==> config.mk <==
export PLATFORM = sky130hd
export DESIGN_NAME = sr_pulse_driver
export DESIGN_NICKNAME = d
export VERILOG_FILES = /design/src/rtl/sr_drv_pkg.sv /design/src/rtl/sr_pulse_timer.sv /design/src/rtl/sr_pulse_driver.sv
export SDC_FILE = /design/constraint.sdc
export NUM_CORES = 1
export LEC_CHECK = 0
export ABC_AREA = 0
export CAP_MARGIN = 20
export CELL_PAD_IN_SITES_DETAIL_PLACEMENT = 1
export CELL_PAD_IN_SITES_GLOBAL_PLACEMENT = 1
export CORE_UTILIZATION = 41
export CTS_BUF_LIST = sky130_fd_sc_hd__clkbuf_8 sky130_fd_sc_hd__clkbuf_16
export CTS_CLUSTER_SIZE = 30
export DETAILED_ROUTE_END_ITERATION = 6
export GPL_TIMING_DRIVEN = 0
export PLACE_DENSITY = 0.73
export SYNTH_ARGS = -nofsm -noshare
export SYNTH_HDL_FRONTEND = slang
export SYNTH_SLANG_ARGS = --single-unit
==> constraint.sdc <==
create_clock -name clk -period 2.9 [get_ports clk]
set_input_delay 0.435 -clock clk [delete_from_list [all_inputs] [get_ports clk]]
set_output_delay 0.435 -clock clk [all_outputs]
set_load 0.005 [all_outputs]
==> src/rtl/sr_drv_pkg.sv <==
// Shared types and constants for the SR latch pulse driver.
package sr_drv_pkg;

  localparam int unsigned CNT_W       = 8;
  localparam int unsigned PULSE_W_DEF = 4;
  localparam int unsigned GUARD_W_DEF = 2;

  typedef enum logic [2:0] {
    INIT_R,
    IDLE,
    SET_P,
    CLR_P,
    GUARD,
    DONE
  } state_e;

endpackage

==> src/rtl/sr_pulse_timer.sv <==
// Down-counter for pulse and guard phases; expired is high while the count is zero.
module sr_pulse_timer
  import sr_drv_pkg::*;
(
  input  logic             clk,
  input  logic             load,
  input  logic [CNT_W-1:0] load_val,
  output logic             expired
);

  logic [CNT_W-1:0] cnt;

  // No reset of its own: the parent keeps load asserted throughout its reset.
  always_ff @(posedge clk) begin
    if (load) begin
      cnt     <= load_val;
      expired <= (load_val == '0);
    end else begin
      if (cnt != '0) begin
        cnt <= cnt - CNT_W'(1);
      end
      expired <= (cnt <= CNT_W'(1));
    end
  end

endmodule

==> src/rtl/sr_pulse_driver.sv <==
// Drives S/R pulses into an external SR latch with a guard gap after each pulse.
// Optional readback check of q_fb against q_exp when SR_READBACK_EN is defined.
module sr_pulse_driver
  import sr_drv_pkg::*;
#(
  parameter int unsigned PULSE_W = PULSE_W_DEF,
  parameter int unsigned GUARD_W = GUARD_W_DEF
) (
  input  logic clk,
  input  logic reset,
  input  logic set_req,
  input  logic clr_req,
  input  logic q_fb,
  output logic S,
  output logic R,
  output logic ready,
  output logic done,
  output logic conflict,
  output logic q_exp,
  output logic err
);

  // The init pulse also spans the reset cycle, hence one extra count.
  localparam logic [CNT_W-1:0] INIT_LOAD  = CNT_W'(PULSE_W);
  localparam logic [CNT_W-1:0] PULSE_LOAD = CNT_W'(PULSE_W - 1);
  localparam logic [CNT_W-1:0] GUARD_LOAD = CNT_W'(GUARD_W - 1);

  state_e           state;
  state_e           state_nxt;
  logic             init_q;
  logic             expired;
  logic             load_c;
  logic [CNT_W-1:0] load_val_c;
  logic             accept_c;

  assign accept_c = (state == IDLE) || (state == DONE);

  always_comb begin
    state_nxt  = state;
    load_c     = 1'b0;
    load_val_c = '0;
    case (state)
      INIT_R, SET_P, CLR_P: begin
        if (expired) begin
          state_nxt  = GUARD;
          load_c     = 1'b1;
          load_val_c = GUARD_LOAD;
        end
      end
      IDLE, DONE: begin
        state_nxt = IDLE;
        if (set_req && !clr_req) begin
          state_nxt  = SET_P;
          load_c     = 1'b1;
          load_val_c = PULSE_LOAD;
        end else if (clr_req && !set_req) begin
          state_nxt  = CLR_P;
          load_c     = 1'b1;
          load_val_c = PULSE_LOAD;
        end
      end
      GUARD: begin
        if (expired) begin
          state_nxt = init_q ? IDLE : DONE;
        end
      end
      default: state_nxt = INIT_R;
    endcase
    if (reset) begin
      load_c     = 1'b1;
      load_val_c = INIT_LOAD;
    end
  end

  sr_pulse_timer u_timer (
    .clk      (clk),
    .load     (load_c),
    .load_val (load_val_c),
    .expired  (expired)
  );

  always_ff @(posedge clk) begin
    if (reset) begin
      state    <= INIT_R;
      init_q   <= 1'b1;
      S        <= 1'b0;
      R        <= 1'b0;
      ready    <= 1'b0;
      done     <= 1'b0;
      conflict <= 1'b0;
      q_exp    <= 1'b0;
    end else begin
      state    <= state_nxt;
      S        <= (state_nxt == SET_P);
      R        <= (state_nxt == CLR_P) || (state_nxt == INIT_R);
      ready    <= (state_nxt == IDLE) || (state_nxt == DONE);
      done     <= (state_nxt == DONE);
      conflict <= accept_c && set_req && clr_req;
      // Expected latch value is committed at the end of the pulse.
      if ((state_nxt == GUARD) && (state != GUARD)) begin
        q_exp <= (state == SET_P);
      end
      if ((state == GUARD) && expired) begin
        init_q <= 1'b0;
      end
    end
  end

`ifdef SR_READBACK_EN
  always_ff @(posedge clk) begin
    if (reset) begin
      err <= 1'b0;
    end else if ((state == GUARD) && expired && (q_fb != q_exp)) begin
      err <= 1'b1;
    end
  end
`else
  logic unused_q_fb;
  assign unused_q_fb = q_fb;
  assign err         = 1'b0;
`endif

endmodule

After elaboration in Yosys (flattened, before gate mapping)
Cells that the tools add are included.
{"block": "totals", "output_inout_bits": 7, "wordCells": 60, "regBits": 19}
{"block": "classes", "n_lt_le_gt_ge": 1, "mux": 19, "n_reduce_logical": 18, "n_eq_ne": 11, "add_sub_neg": 1}
{"cell": "$mux W8", "count": 3}
{"cell": "$eq A3 B2 Y1 const B", "count": 4}
{"cell": "$eq A3 B3 Y1 const B", "count": 4}
{"cell": "$mux W3", "count": 3}
{"cell": "$pmux W3 S3", "count": 1}
{"cell": "$le A8 B1 Y1 const B", "count": 1}
{"cell": "$logic_not A8 Y1", "count": 1}
{"cell": "$mux W2", "count": 4}
{"cell": "$reduce_bool A8 Y1", "count": 1}
{"cell": "$sub A8 B1 Y8 const B", "count": 1}
{"cell": "$eq A3 B1 Y1 const B", "count": 2}
{"cell": "$logic_and A1 B1 Y1", "count": 6}
{"cell": "$logic_not A3 Y1", "count": 2}
{"cell": "$mux W1", "count": 6}
{"cell": "$pmux W2 S2", "count": 1}
{"cell": "$logic_or A1 B1 Y1", "count": 3}
{"cell": "$ne A3 B3 Y1 const B", "count": 1}
{"cell": "$reduce_or A3 Y1", "count": 1}
{"cell": "$logic_not A1 Y1", "count": 2}
{"cell": "$pmux W1 S2", "count": 1}
{"cell": "$reduce_bool A2 Y1", "count": 1}
{"cell": "$reduce_or A2 Y1", "count": 1}

Depth between registers and ports, before layout
{"block": "logic_depth", "word_depth": 8, "mapped_depth": 5, "ltp_nobuf": 5}

Cells and area by module
Synthesis repeated with hierarchy kept, for this count alone.
{"block": "unflattened", "cells_unflattened": 104, "area_unflattened_um2": 996.0}
{"module": "sr_pulse_timer", "n_inst": 1, "area_per_inst_um2": 544.3, "cells_each": 54}
{"module": "sr_pulse_driver", "n_inst": 1, "area_per_inst_um2": 451.7, "cells_each": 50}

Worst setup path after synthesis
OpenSTA, ideal clock, no wires.
{"block": "synth_timing", "path_kind": "input to register", "start": "in clr_req", "end": "reg u_timer.cnt[0], enable pin", "path_stages": 5, "slack_ps": 810, "setup_time_ps": 328, "required_time_ps": 2572, "n_path_buf": 0, "t_arrival_ps": 1762, "cell_sequence": "inv_1 > ha_1 > or3b_2 > o211ai_1 > or4_1"}
{"block": "synth_between", "elab_chain_cells": 6, "word_cells_on_any_way": 8, "classes_between": "mux: 4; reduce/logical: 4"}
{"element": "from (decl)", "line": "sr_pulse_driver.sv:12", "source": "input logic clr_req,"}
{"element": "$logic_and A1 B1 Y1 / $logic_not A1 Y1 (equally long branches)", "line": "sr_pulse_driver.sv:56, sr_pulse_driver.sv:52"}
{"element": "$mux W1 / $logic_and A1 B1 Y1 (equally long branches)", "line": "sr_pulse_driver.sv:56, sr_pulse_driver.sv:52"}
{"element": "$mux W1 *", "line": "sr_pulse_driver.sv:52", "source": "if (set_req && !clr_req) begin"}
{"element": "$pmux W1 S2 *", "line": "sr_pulse_driver.sv:42", "source": "case (state)"}
{"element": "$mux W1 *", "line": "sr_pulse_driver.sv:69", "source": "if (reset) begin"}
{"element": "$reduce_bool A2 Y1 (no source line) *"}
{"element": "to (signal assigned)", "line": "sr_pulse_timer.sv:16", "source": "cnt <= load_val;"}
{"element": "to (signal assigned)", "line": "sr_pulse_timer.sv:20", "source": "cnt <= cnt - CNT_W'(1);"}
{"element": "to (decl)", "line": "sr_pulse_timer.sv:11", "source": "logic [CNT_W-1:0] cnt;"}
Every way passes the cells marked *; elsewhere a longest branch is shown, timed or not.
A chain may end at the register's enable or synchronous reset.

Worst setup path after layout
{"block": "layout_timing", "start": "in clr_req", "end": "reg u_timer.cnt[7], enable pin"}
The elaborated chain is that of the path after synthesis.

==> flow_metrics.env <==
export IMPL_die_h_um=49.27
export IMPL_p_per_area_nw_per_um2=763.4
export IMPL_initial_core_util=0.4530
export IMPL_dieArea_um2=2427
export IMPL_path_class="in -> reg"
export IMPL_io_pins=12
export IMPL_vias=693
export IMPL_fin_util=0.5371
export IMPL_ir_worst_vdd_mv=0.4277
export IMPL_r2r_end="u_timer.cnt[7]"
export IMPL_cp_startpoint="clr_req"
export IMPL_dp_hpwl_mm=1.354
export IMPL_tightest_slew_ns=0.5676
export IMPL_detail_route_wl_per_cell_um=14.10
export IMPL_endpoint="u_timer.cnt[7]"
export IMPL_report_final_slew_viol_count=0
export IMPL_antenna_cells=0
export IMPL_layout_drive_gt1_share=0.1176
export IMPL_drt_wl_total_mm=1.819
export IMPL_cts_tree="built"
export IMPL_max_slew_margin=0.6118
export IMPL_h_tree_depth=1
export IMPL_io_buffers=9
export IMPL_endpoint_kind="flip-flop"
export IMPL_fmax_mhz=388.3
export IMPL_root_buffer="clkbuf_8"
export IMPL_ys_ff_latch=19
export IMPL_synth_nets=97
export IMPL_cts_made_buffers=3
export IMPL_period_needed_ns=2.575
export IMPL_layout_commonest_cell="dfxtp_1"
export IMPL_cts_resized=0
export IMPL_r2r_start="state[0]"
export IMPL_critPathRequiredTime_ns=2.82
export IMPL_grt_start_max_net_pins=12
export IMPL_cts_sinks=19
export IMPL_overflow=0
export IMPL_synth_distinct_cells=39
export IMPL_clk_pin_slew_ns=0.07
export IMPL_hold_viol=0
export IMPL_worstHoldPathType="reg -> reg"
export IMPL_drv_cap=0
export IMPL_track_usage=0.1663
export IMPL_startpoint_type="input port"
export IMPL_rsz0062_at_grt="no"
export IMPL_fp_coreArea_um2=2022
export IMPL_synthesis_instances=89
export IMPL_crit_fanout=8
export IMPL_p_leak_nw=0.4086
export IMPL_drtAntennaViolNets=0
export IMPL_nets=111
export IMPL_grt_pass1_vias=646
export IMPL_area_growth_pct=18.58
export IMPL_drt_pass1_iter_count=2
export IMPL_cts_setup_buffers=0
export IMPL_fin_tns_setup_ns=0
export IMPL_clkLatencyLatePin_ns=0.25
export IMPL_synth_area_um2=915.9
export IMPL_n_fill_cell=208
export IMPL_synth_avg_cell_area_um2=10.29
export IMPL_viasPerCell=5.372
export IMPL_fp_dieW_um=49.27
export IMPL_drc_errors=0
export IMPL_r2r_cells=4
export IMPL_fin_skew_ns=0.001082
export IMPL_grt_pass1_wl_mm=3.070
export IMPL_ys_seq_area_frac=0.5027
export IMPL_ctsHoldBuffers=0
export IMPL_antenna_found_initial=0
export IMPL_status="completed"
export IMPL_ys_warn_count=0
export IMPL_finalSetupViolCount=0
export IMPL_cts_buffer_depth=2
export IMPL_globalplace_congestion=0.7316
export IMPL_num_rows=16
export IMPL_fin_crit_sh=0.8881
export IMPL_worstPathArrival_ns=2.49
export IMPL_layout_common_cells="dfxtp_1 (11), a21oi_1 (9), clkdlybuf4s50_1 (9), edfxtp_1 (8)"
export IMPL_initialDrtViolationCount=5
export IMPL_r2r_setup_slack_ns=0.63
## where the power goes
part,switching (W),internal (W)
clock network,0.0000865,0.0000953
registers,0.0000625,0.000356
logic,0.000111,0.000117
total,0.000260,0.000569
## metrics by stage
stage	hold WS (ns)	std cells	area [µm²]	worst slack (ns)	total power, W
4_1_cts	0.4717	129	1086	0.3194	0.0008371
3_5_place_dp	0.4600	125	1040	0.04810	0.0006545
3_3_place_gp	0.4381	125	1040	0.08076	0.0006370
5_1_grt	0.4965	129	1086	0.2795	0.0008863
6_report	0.4695	129	1086	0.3246	0.0008291
2_1_floorplan	0.4231	89	915.9	0.8099	0.0005831
## layer usage
layer | GRT usage | routed length [µm] | part of all wire
met5 | 0 | 0 | 0
met4 | 0.04412 | 13 | 0.0071
met3 | 0.02804 | 34 | 0.019
met2 | 0.2557 | 801 | 0.44
met1 | 0.2384 | 969 | 0.53
## cell type report
cell class              count  area [µm²]  area share
plain buffers               3       16.27     0.01498
clock buffers               3       41.29     0.03802
clock inverters             1       5.005    0.004608
inverters                   6       22.52     0.02074
multi-input cells          61       416.7      0.3836
flip-flops and latches     19       460.4      0.4240
well taps                  27       33.78     0.03111
repair buffers              9       90.09     0.08295
## cell usage after synthesis
cell type | number | area (µm²)
a2111oi_0 | 1 | 8.760
a211oi_1 | 2 | 15.01
a21boi_0 | 1 | 7.510
a21o_1 | 1 | 7.510
a21oi_1 | 9 | 45.04
a31oi_1 | 1 | 6.260
and2_1 | 2 | 12.51
and4_1 | 1 | 8.760
buf_2 | 1 | 5.000
buf_4 | 1 | 7.510
clkbuf_1 | 1 | 3.750
conb_1 | 1 | 3.750
dfxtp_1 | 11 | 220.2
edfxtp_1 | 8 | 240.2
ha_1 | 3 | 37.54
inv_1 | 6 | 22.52
nand2_1 | 2 | 7.510
nand2b_1 | 1 | 6.260
nand3b_1 | 2 | 15.01
nand4bb_1 | 1 | 11.26
nor2_1 | 4 | 15.01
nor2b_1 | 1 | 6.260
nor3_1 | 1 | 5.000
nor3b_1 | 2 | 15.01
nor4_1 | 1 | 6.260
nor4bb_1 | 1 | 10.01
o211ai_1 | 1 | 7.510
o21a_1 | 1 | 7.510
o21ai_0 | 6 | 30.03
o21bai_1 | 1 | 7.510
o31ai_1 | 1 | 7.510
or2_0 | 1 | 6.260
or3_1 | 1 | 6.260
or3_2 | 3 | 22.52
or3b_2 | 1 | 8.760
or4_1 | 2 | 15.01
or4_4 | 1 | 11.26
or4b_2 | 1 | 10.01
xnor2_1 | 3 | 26.28
## logic make-up (layout without fill, tap and decap cells)
| group | Yosys count | count (layout) | share of synthesized area |
|---|---|---|---|
| other | 1 | 1 | 0.004094 |
| XOR/XNOR | 3 | 3 | 0.02869 |
| adder cells (fa/ha/maj) | 3 | 3 | 0.04099 |
| buffers and inverters | 9 | 22 | 0.04234 |
| AND/OR/NAND/NOR | 29 | 29 | 0.2172 |
| AO/OA/AOI/OAI | 25 | 25 | 0.1640 |
| flip-flops | 19 | 19 | 0.5027 |
## critical path, stage by stage
cell and delay [ns]:
clkdlybuf4s50_1 0.47, inv_1 0.04, ha_1 0.31, or3b_2 0.51
o211ai_1 0.30, or4_1 0.43
## flip-flops by register name, summed over array words and instances (netlist names)
name             cells
R                    1
S                    1
conflict             1
done                 1
init_q               1
q_exp                1
ready                1
state                3
u_timer.cnt          8
u_timer.expired      1
## worst min-delay path by stage
stage               startpoint     end  slack, ns  depth (start not counted)
global placement        init_q  init_q       0.44                          2
global route             q_exp   q_exp       0.50                          2
floorplan               init_q  init_q       0.42                          2
detailed placement      init_q  init_q       0.46                          2
CTS                     init_q  init_q       0.47                          2
finish                  init_q  init_q       0.47                          2
No activity file was read; power rests on OpenSTA's default activity.
